**config.mk**
```make
export PLATFORM = sky130hd
export DESIGN_NAME = ascensor_ctrl
export DESIGN_NICKNAME = d
export VERILOG_FILES = /design/src/rtl/ascensor_pkg.sv /design/src/rtl/ascensor_temporizador.sv /design/src/rtl/ascensor_ctrl.sv
export SDC_FILE = /design/constraint.sdc
export NUM_CORES = 1
export LEC_CHECK = 0
export BUFFER_PORTS_ARGS = -buffer_cell sky130_fd_sc_hd__buf_2
export CAP_MARGIN = 30
export CORE_AREA = 2 2 82 84
export CTS_CLUSTER_DIAMETER = 80
export CTS_CLUSTER_SIZE = 25
export DETAILED_ROUTE_END_ITERATION = 12
export DIE_AREA = 0 0 84 86
export SYNTH_ARGS = -nofsm -noshare
export SYNTH_HDL_FRONTEND = slang
export SYNTH_SLANG_ARGS = --single-unit
```
**constraint.sdc**
```tcl
create_clock -name clk -period 4.15 [get_ports clk]
set_input_delay 0.415 -clock clk [delete_from_list [all_inputs] [get_ports clk]]
set_output_delay 0.415 -clock clk [all_outputs]
set_load 0.02 [all_outputs]
```
**src/rtl/ascensor_pkg.sv**
```systemverilog
// ascensor_pkg: constants shared by the elevator controller, the display
// controller and the LED logic.
//   DIR_*   : encoding of the direccion output (11 is never driven).
//   REPOSO, MOVIENDO, PUERTAS : controller state encoding.
//   asc_max : elaboration-time helper for sizing the shared timer.
package ascensor_pkg;

  localparam logic [1:0] DIR_PARADO = 2'b00;
  localparam logic [1:0] DIR_SUBE   = 2'b01;
  localparam logic [1:0] DIR_BAJA   = 2'b10;

  localparam logic [1:0] REPOSO     = 2'd0;
  localparam logic [1:0] MOVIENDO   = 2'd1;
  localparam logic [1:0] PUERTAS    = 2'd2;

  function automatic int asc_max(input int a, input int b);
    return (a > b) ? a : b;
  endfunction

endpackage

```
**src/rtl/ascensor_temporizador.sv**
```systemverilog
// ascensor_temporizador: loadable down-counter that saturates at zero.
// Ports:
//   clk    : system clock
//   rst_n  : synchronous active-low reset (count clears to 0)
//   cargar : load valor this cycle (takes priority over counting)
//   valor  : value to load
//   cero   : count is zero
module ascensor_temporizador #(
  parameter int W = 8
) (
  input  logic         clk,
  input  logic         rst_n,
  input  logic         cargar,
  input  logic [W-1:0] valor,
  output logic         cero
);

  logic [W-1:0] r_cuenta;

  always_ff @(posedge clk) begin
    if (!rst_n) begin
      r_cuenta <= '0;
    end else if (cargar) begin
      r_cuenta <= valor;
    end else if (r_cuenta != '0) begin
      r_cuenta <= r_cuenta - W'(1);
    end
  end

  assign cero = (r_cuenta == '0);

endmodule

```
**src/rtl/ascensor_ctrl.sv**
```systemverilog
// ascensor_ctrl: single-car elevator controller with collective (SCAN) service.
// Latches per-floor calls, finishes the current direction before reversing,
// and opens the doors for T_PUERTA cycles at each served floor.
// Ports:
//   clk              : system clock
//   rst_n            : synchronous active-low reset
//   llamadas         : per-floor call requests (pulse or level)
//   mantener_puerta  : hold doors open (only with ASC_MANTENER_PUERTA_EN)
//   piso             : current floor
//   direccion        : 00 stopped, 01 up, 10 down
//   puertas_abiertas : doors open
//   pendientes       : latched outstanding calls
// Optional feature macro: ASC_MANTENER_PUERTA_EN adds the mantener_puerta input.
module ascensor_ctrl
  import ascensor_pkg::*;
#(
  parameter int N_PISOS  = 4,
  parameter int T_VIAJE  = 50_000_000,
  parameter int T_PUERTA = 100_000_000,
  localparam int PISO_W  = (N_PISOS > 1) ? $clog2(N_PISOS) : 1
) (
  input  logic               clk,
  input  logic               rst_n,
  input  logic [N_PISOS-1:0] llamadas,
`ifdef ASC_MANTENER_PUERTA_EN
  input  logic               mantener_puerta,
`endif
  output logic [PISO_W-1:0]  piso,
  output logic [1:0]         direccion,
  output logic               puertas_abiertas,
  output logic [N_PISOS-1:0] pendientes
);

  localparam int TW = $clog2(asc_max(T_VIAJE, T_PUERTA) + 1);
  localparam logic [TW-1:0] C_VIAJE  = TW'(T_VIAJE - 1);
  localparam logic [TW-1:0] C_PUERTA = TW'(T_PUERTA - 1);

  logic [1:0]         r_estado;
  logic [PISO_W-1:0]  r_piso;
  logic [1:0]         r_dir;
  logic               r_ult_sube;
  logic [N_PISOS-1:0] r_pend;

  logic               w_cero;
  logic               w_mantener;
  logic               w_llegada;
  logic [PISO_W-1:0]  w_piso_eval;
  logic               w_ult_sube_d;
  logic [N_PISOS-1:0] w_arriba;
  logic [N_PISOS-1:0] w_abajo;
  logic               w_aqui;
  logic               w_llamada_aqui;
  logic [1:0]         w_dec_estado;
  logic [1:0]         w_dec_dir;
  logic [1:0]         w_estado_d;
  logic [1:0]         w_dir_d;
  logic               w_cargar;
  logic [TW-1:0]      w_valor;
  logic [N_PISOS-1:0] w_clr;

`ifdef ASC_MANTENER_PUERTA_EN
  assign w_mantener = mantener_puerta;
`else
  assign w_mantener = 1'b0;
`endif

  ascensor_temporizador #(
    .W (TW)
  ) u_temporizador (
    .clk    (clk),
    .rst_n  (rst_n),
    .cargar (w_cargar),
    .valor  (w_valor),
    .cero   (w_cero)
  );

  // On arrival the decision is taken against the floor just reached, so all
  // masks are built on w_piso_eval rather than the registered floor.
  always_comb begin
    w_llegada   = (r_estado == MOVIENDO) && w_cero;
    w_piso_eval = r_piso;
    if (w_llegada) begin
      if (r_dir == DIR_SUBE) w_piso_eval = r_piso + PISO_W'(1);
      else                   w_piso_eval = r_piso - PISO_W'(1);
    end
    w_ult_sube_d = w_llegada ? (r_dir == DIR_SUBE) : r_ult_sube;
  end

  always_comb begin
    w_arriba       = '0;
    w_abajo        = '0;
    w_aqui         = 1'b0;
    w_llamada_aqui = 1'b0;
    for (int i = 0; i < N_PISOS; i++) begin
      if (i > int'(w_piso_eval))  w_arriba[i]    = r_pend[i];
      if (i < int'(w_piso_eval))  w_abajo[i]     = r_pend[i];
      if (i == int'(w_piso_eval)) w_aqui         = r_pend[i];
      if (i == int'(r_piso))      w_llamada_aqui = llamadas[i];
    end
  end

  // Decision function: serve here, else keep sweeping, else reverse.
  always_comb begin
    w_dec_estado = REPOSO;
    w_dec_dir    = DIR_PARADO;
    if (w_aqui) begin
      w_dec_estado = PUERTAS;
    end else if ((|w_arriba) && (|w_abajo)) begin
      w_dec_estado = MOVIENDO;
      w_dec_dir    = w_ult_sube_d ? DIR_SUBE : DIR_BAJA;
    end else if (|w_arriba) begin
      w_dec_estado = MOVIENDO;
      w_dec_dir    = DIR_SUBE;
    end else if (|w_abajo) begin
      w_dec_estado = MOVIENDO;
      w_dec_dir    = DIR_BAJA;
    end
  end

  always_comb begin
    w_estado_d = r_estado;
    w_dir_d    = r_dir;
    w_cargar   = 1'b0;
    w_valor    = C_PUERTA;
    case (r_estado)
      REPOSO, MOVIENDO: begin
        if (r_estado == REPOSO || w_llegada) begin
          w_estado_d = w_dec_estado;
          w_dir_d    = w_dec_dir;
          w_cargar   = (w_dec_estado != REPOSO);
          w_valor    = (w_dec_estado == MOVIENDO) ? C_VIAJE : C_PUERTA;
        end
      end
      PUERTAS: begin
        // A new call for this floor is absorbed by restarting the door time.
        if (w_llamada_aqui || w_mantener) begin
          w_cargar = 1'b1;
        end else if (w_cero) begin
          w_estado_d = REPOSO;
        end
      end
      default: begin
        w_estado_d = REPOSO;
        w_dir_d    = DIR_PARADO;
      end
    endcase
  end

  // Served floor is masked both on door entry and for the whole door phase.
  always_comb begin
    w_clr = '0;
    for (int i = 0; i < N_PISOS; i++) begin
      if (w_estado_d == PUERTAS && i == int'(w_piso_eval)) w_clr[i] = 1'b1;
    end
  end

  always_ff @(posedge clk) begin
    if (!rst_n) begin
      r_estado   <= REPOSO;
      r_piso     <= '0;
      r_dir      <= DIR_PARADO;
      r_ult_sube <= 1'b1;
      r_pend     <= '0;
    end else begin
      r_estado   <= w_estado_d;
      r_piso     <= w_piso_eval;
      r_dir      <= w_dir_d;
      r_ult_sube <= w_ult_sube_d;
      r_pend     <= (r_pend | llamadas) & ~w_clr;
    end
  end

  assign piso             = r_piso;
  assign direccion        = r_dir;
  assign puertas_abiertas = (r_estado == PUERTAS);
  assign pendientes       = r_pend;

endmodule

```
==> flow_summary.yaml <==
yosys:
  synthCells: 308
  seq_area_frac_synth: 0.3071
  synth_top_area_share: 0.3071
  synthTopCellsByArea: "dfxtp_1 (31%), nand2_1 (5.3%), xor2_1 (5.3%)"
  synth-simple-area-share: 0.2995
  post-synth-top-count-cell: "dfxtp_1"
  async_flop_share: 0
  synth_edf_count: 0
  post-synth-top-area-cell: "dfxtp_1"
  synth-xor-area-share: 0.09899
  synthAdderAreaFrac: 0.01010
  syn_area_mm2: 0.002477
  synth-main-ff-cell: "dfxtp_1"
  synth_top_family_by_area: "simple AND/OR/NAND/NOR gates"
  syn-num-nets: 316
  synth_compound_area_frac: 0.2106
  synthMuxAreaShare: 0.03333
  synth_common_cells: "dfxtp_1 (38), nand2_1 (35), nor2_1 (25)"
  synth_area_per_cell_um2: 8.043
  yosys_warnings: 0
  synth_cell_types: 58
  ys_ff_latch: 38
floorplanning:
  dieWidth_um: 84
  core_area_mm2: 0.006277
  start_util: 0.3947
  die-area_mm2: 0.007224
  ioPinCount: 15
  die_h_um: 86
  rows: 29
global_route:
  grt_max_degree: 30
  track_usage: 0.1793
  grt_pass1_vias: 2136
  antenna_found_initial: 0
  grt_pass1_wl_mm: 10.61
  grt_overflow: 0
critical_path:
  r2r_start: "u_temporizador.r_cuenta[14]"
  setup.worst_path.class: "reg2reg"
  endpoint_kind: "register"
  arrival_ps: 3190
  start_kind: "register"
  reg2reg_setup_slack_ps: 1140
  critical_path_required_ps: 4320
  reg2reg_depth: 6
  worst_r2r_endpoint: "u_temporizador.r_cuenta[18]"
  critPathCapture: "u_temporizador.r_cuenta[18]"
  crit_fanout: 22
  cp-startpoint: "u_temporizador.r_cuenta[14]"
timing:
  period_minus_slack_ps: 3013
  finalMaxSlewViolations: 0
  finalSetupViolCount: 0
  fmax_mhz: 331.9
  worst_clock_skew_ps: 13.73
  hold_viol: 0
  timing.hold.ws_ps: 416.1
  rsz0062_at_grt: "no"
  max_slew.worst_pin.slew_ps: 857.2
  slew_headroom: 0.4278
  tns_ps: 0
  min_period_over_period: 0.7260
outcome:
  outcome: "finished clean"
finish:
  fin_area_mm2: 0.002695
  area_delta_synth_final_pct: 8.788
  diodes: 0
  regArea_um2: 760.7
  num-fill-cells: 626
  layout.nets: 322
  drive_above_1_share: 0.1206
  multi_input_area_mm2: 0.001617
clock_tree:
  cts_resized: 0
  numCtsBuffers: 5
  cts_setup_buffers: 0
  htree_levels: 2
  root_buffer: "clkbuf_8"
  clkSinkCount: 38
  tritoncts: "built"
  clock_latency_ps: 310
  clockBufferDepth: 2
  postCtsHoldBufs: 0
  cts.clk_slew.worst_paths_ps: 80
route:
  drt_iter0_drc: 121
  drc: 0
  final_antenna_net_count: 0
  post_drt_wl_per_cell_um: 15.61
  wirelength_mm: 6.121
  drtPass1Iterations: 4
  via_count: 2269
  via_per_inst: 5.788
worst_hold_path:
  holdCritPathClass: "in2reg"
run:
  maxCapViolCount: 0
place:
  placed_area_mm2: 0.002581
  dp_hpwl_mm: 4.255
  gp_congestion: 0.8699
  portBuffers: 14
power_and_ir_drop:
  irDropWorstVdd_v: 0.0001855
  total_leakage_power_nw: 1.085
  power_density_mw_per_mm2: 428.0
==> power breakdown <==
part | internal, mW | leakage (nW) | switching (mW)
logic | 0.139 | 0.720 | 0.184
clock network | 0.179 | 0.0504 | 0.148
registers | 0.427 | 0.315 | 0.0764
total | 0.745 | 1.09 | 0.409
==> cell type report <==
cell class | instances | share of cell area
tap | 77 | 0.03575
multi-input combinational | 246 | 0.5998
clock inverter | 3 | 0.01671
timing repair buffer | 15 | 0.02878
sequential | 38 | 0.2823
clock buffer | 5 | 0.02553
inverter | 8 | 0.01114
==> metal layers <==
metal / GRT usage / part of all wire / routed length (um)
met5: 0 / 0 / 0
met1: 0.2324 / 0.48 / 2916
met3: 0.03272 / 0.041 / 253
met4: 0.05572 / 0.011 / 68
met2: 0.3040 / 0.47 / 2883
==> registers in the layout (all words and copies together) (netlist names) <==
name,count
piso,2
direccion,2
pendientes,4
r_ult_sube,1
r_estado,2
u_temporizador.r_cuenta,27
==> cell families after synthesis <==
group / Yosys count
XOR/XNOR: 28
AO/OA/AOI/OAI: 75
adder cells (fa/ha/maj): 2
AND/OR/NAND/NOR: 134
multiplexers: 7
flip-flops: 38
buffers and inverters: 24
==> layout by cell type (no fill, tap or decap), types with 2 or more instances in the layout <==
master      netlist  final
dfxtp_1          38     38
ha_1              2      2
o211ai_2          2      2
a21oi_1          16     16
or3_1             5      5
o31ai_1           6      6
a21o_1            6      6
clkinvlp_4        0      2
o211ai_1          4      4
buf_2             2     14
nand4_1           3      3
mux2i_1           6      6
nand2b_1          2      2
and2_1            5      5
nor3_1           15     15
or2_2             2      2
and3_1            3      3
nor3b_1           2      2
nand2_1          35     35
o21ai_0          21     21
xnor2_1          13     13
nor4b_1           2      2
o41ai_1           4      4
nand3_1          12     12
nor2b_1           3      3
nor2_1           25     25
xor2_1           15     15
nand3b_1          3      3
clkbuf_8          0      5
inv_1             8      8
nor4_1            7      7
a211oi_1          2      2
==> stage by stage <==
| step | std cells | utilization | worst slack (ps) | power [mW] |
|---|---|---|---|---|
| floorplan | 308 | - | 1655 | 0.7510 |
| global placement | 384 | 0.4112 | 1177 | 0.8264 |
| detailed placement | 384 | 0.4112 | 1176 | 0.8301 |
| CTS | 392 | 0.4293 | 1150 | 1.154 |
| global route | 392 | 0.4293 | 951.7 | 1.227 |
| finish | 392 | 0.4293 | 1137 | 1.154 |
==> worst max-delay path: stages (launching register included) <==
cell and delay, ps:
dfxtp_1 360, or4_4 580, nand4b_4 290, or3_1 700, a21oi_1 370, and3_1 430
o31ai_1 140
==> worst min-delay path by stage <==
stage | slack, ps | endpoint | from | cells past startpoint
floorplan | 530 | r_estado[0] | r_estado[0] | 2
global placement | 560 | direccion[1] | direccion[1] | 1
detailed placement | 560 | u_temporizador.r_cuenta[12] | u_temporizador.r_cuenta[12] | 2
CTS | 430 | pendientes[1] | llamadas[1] | 3
global route | 440 | pendientes[1] | llamadas[1] | 3
finish | 420 | pendientes[3] | llamadas[3] | 3
Power figures use the tool's default switching activity.
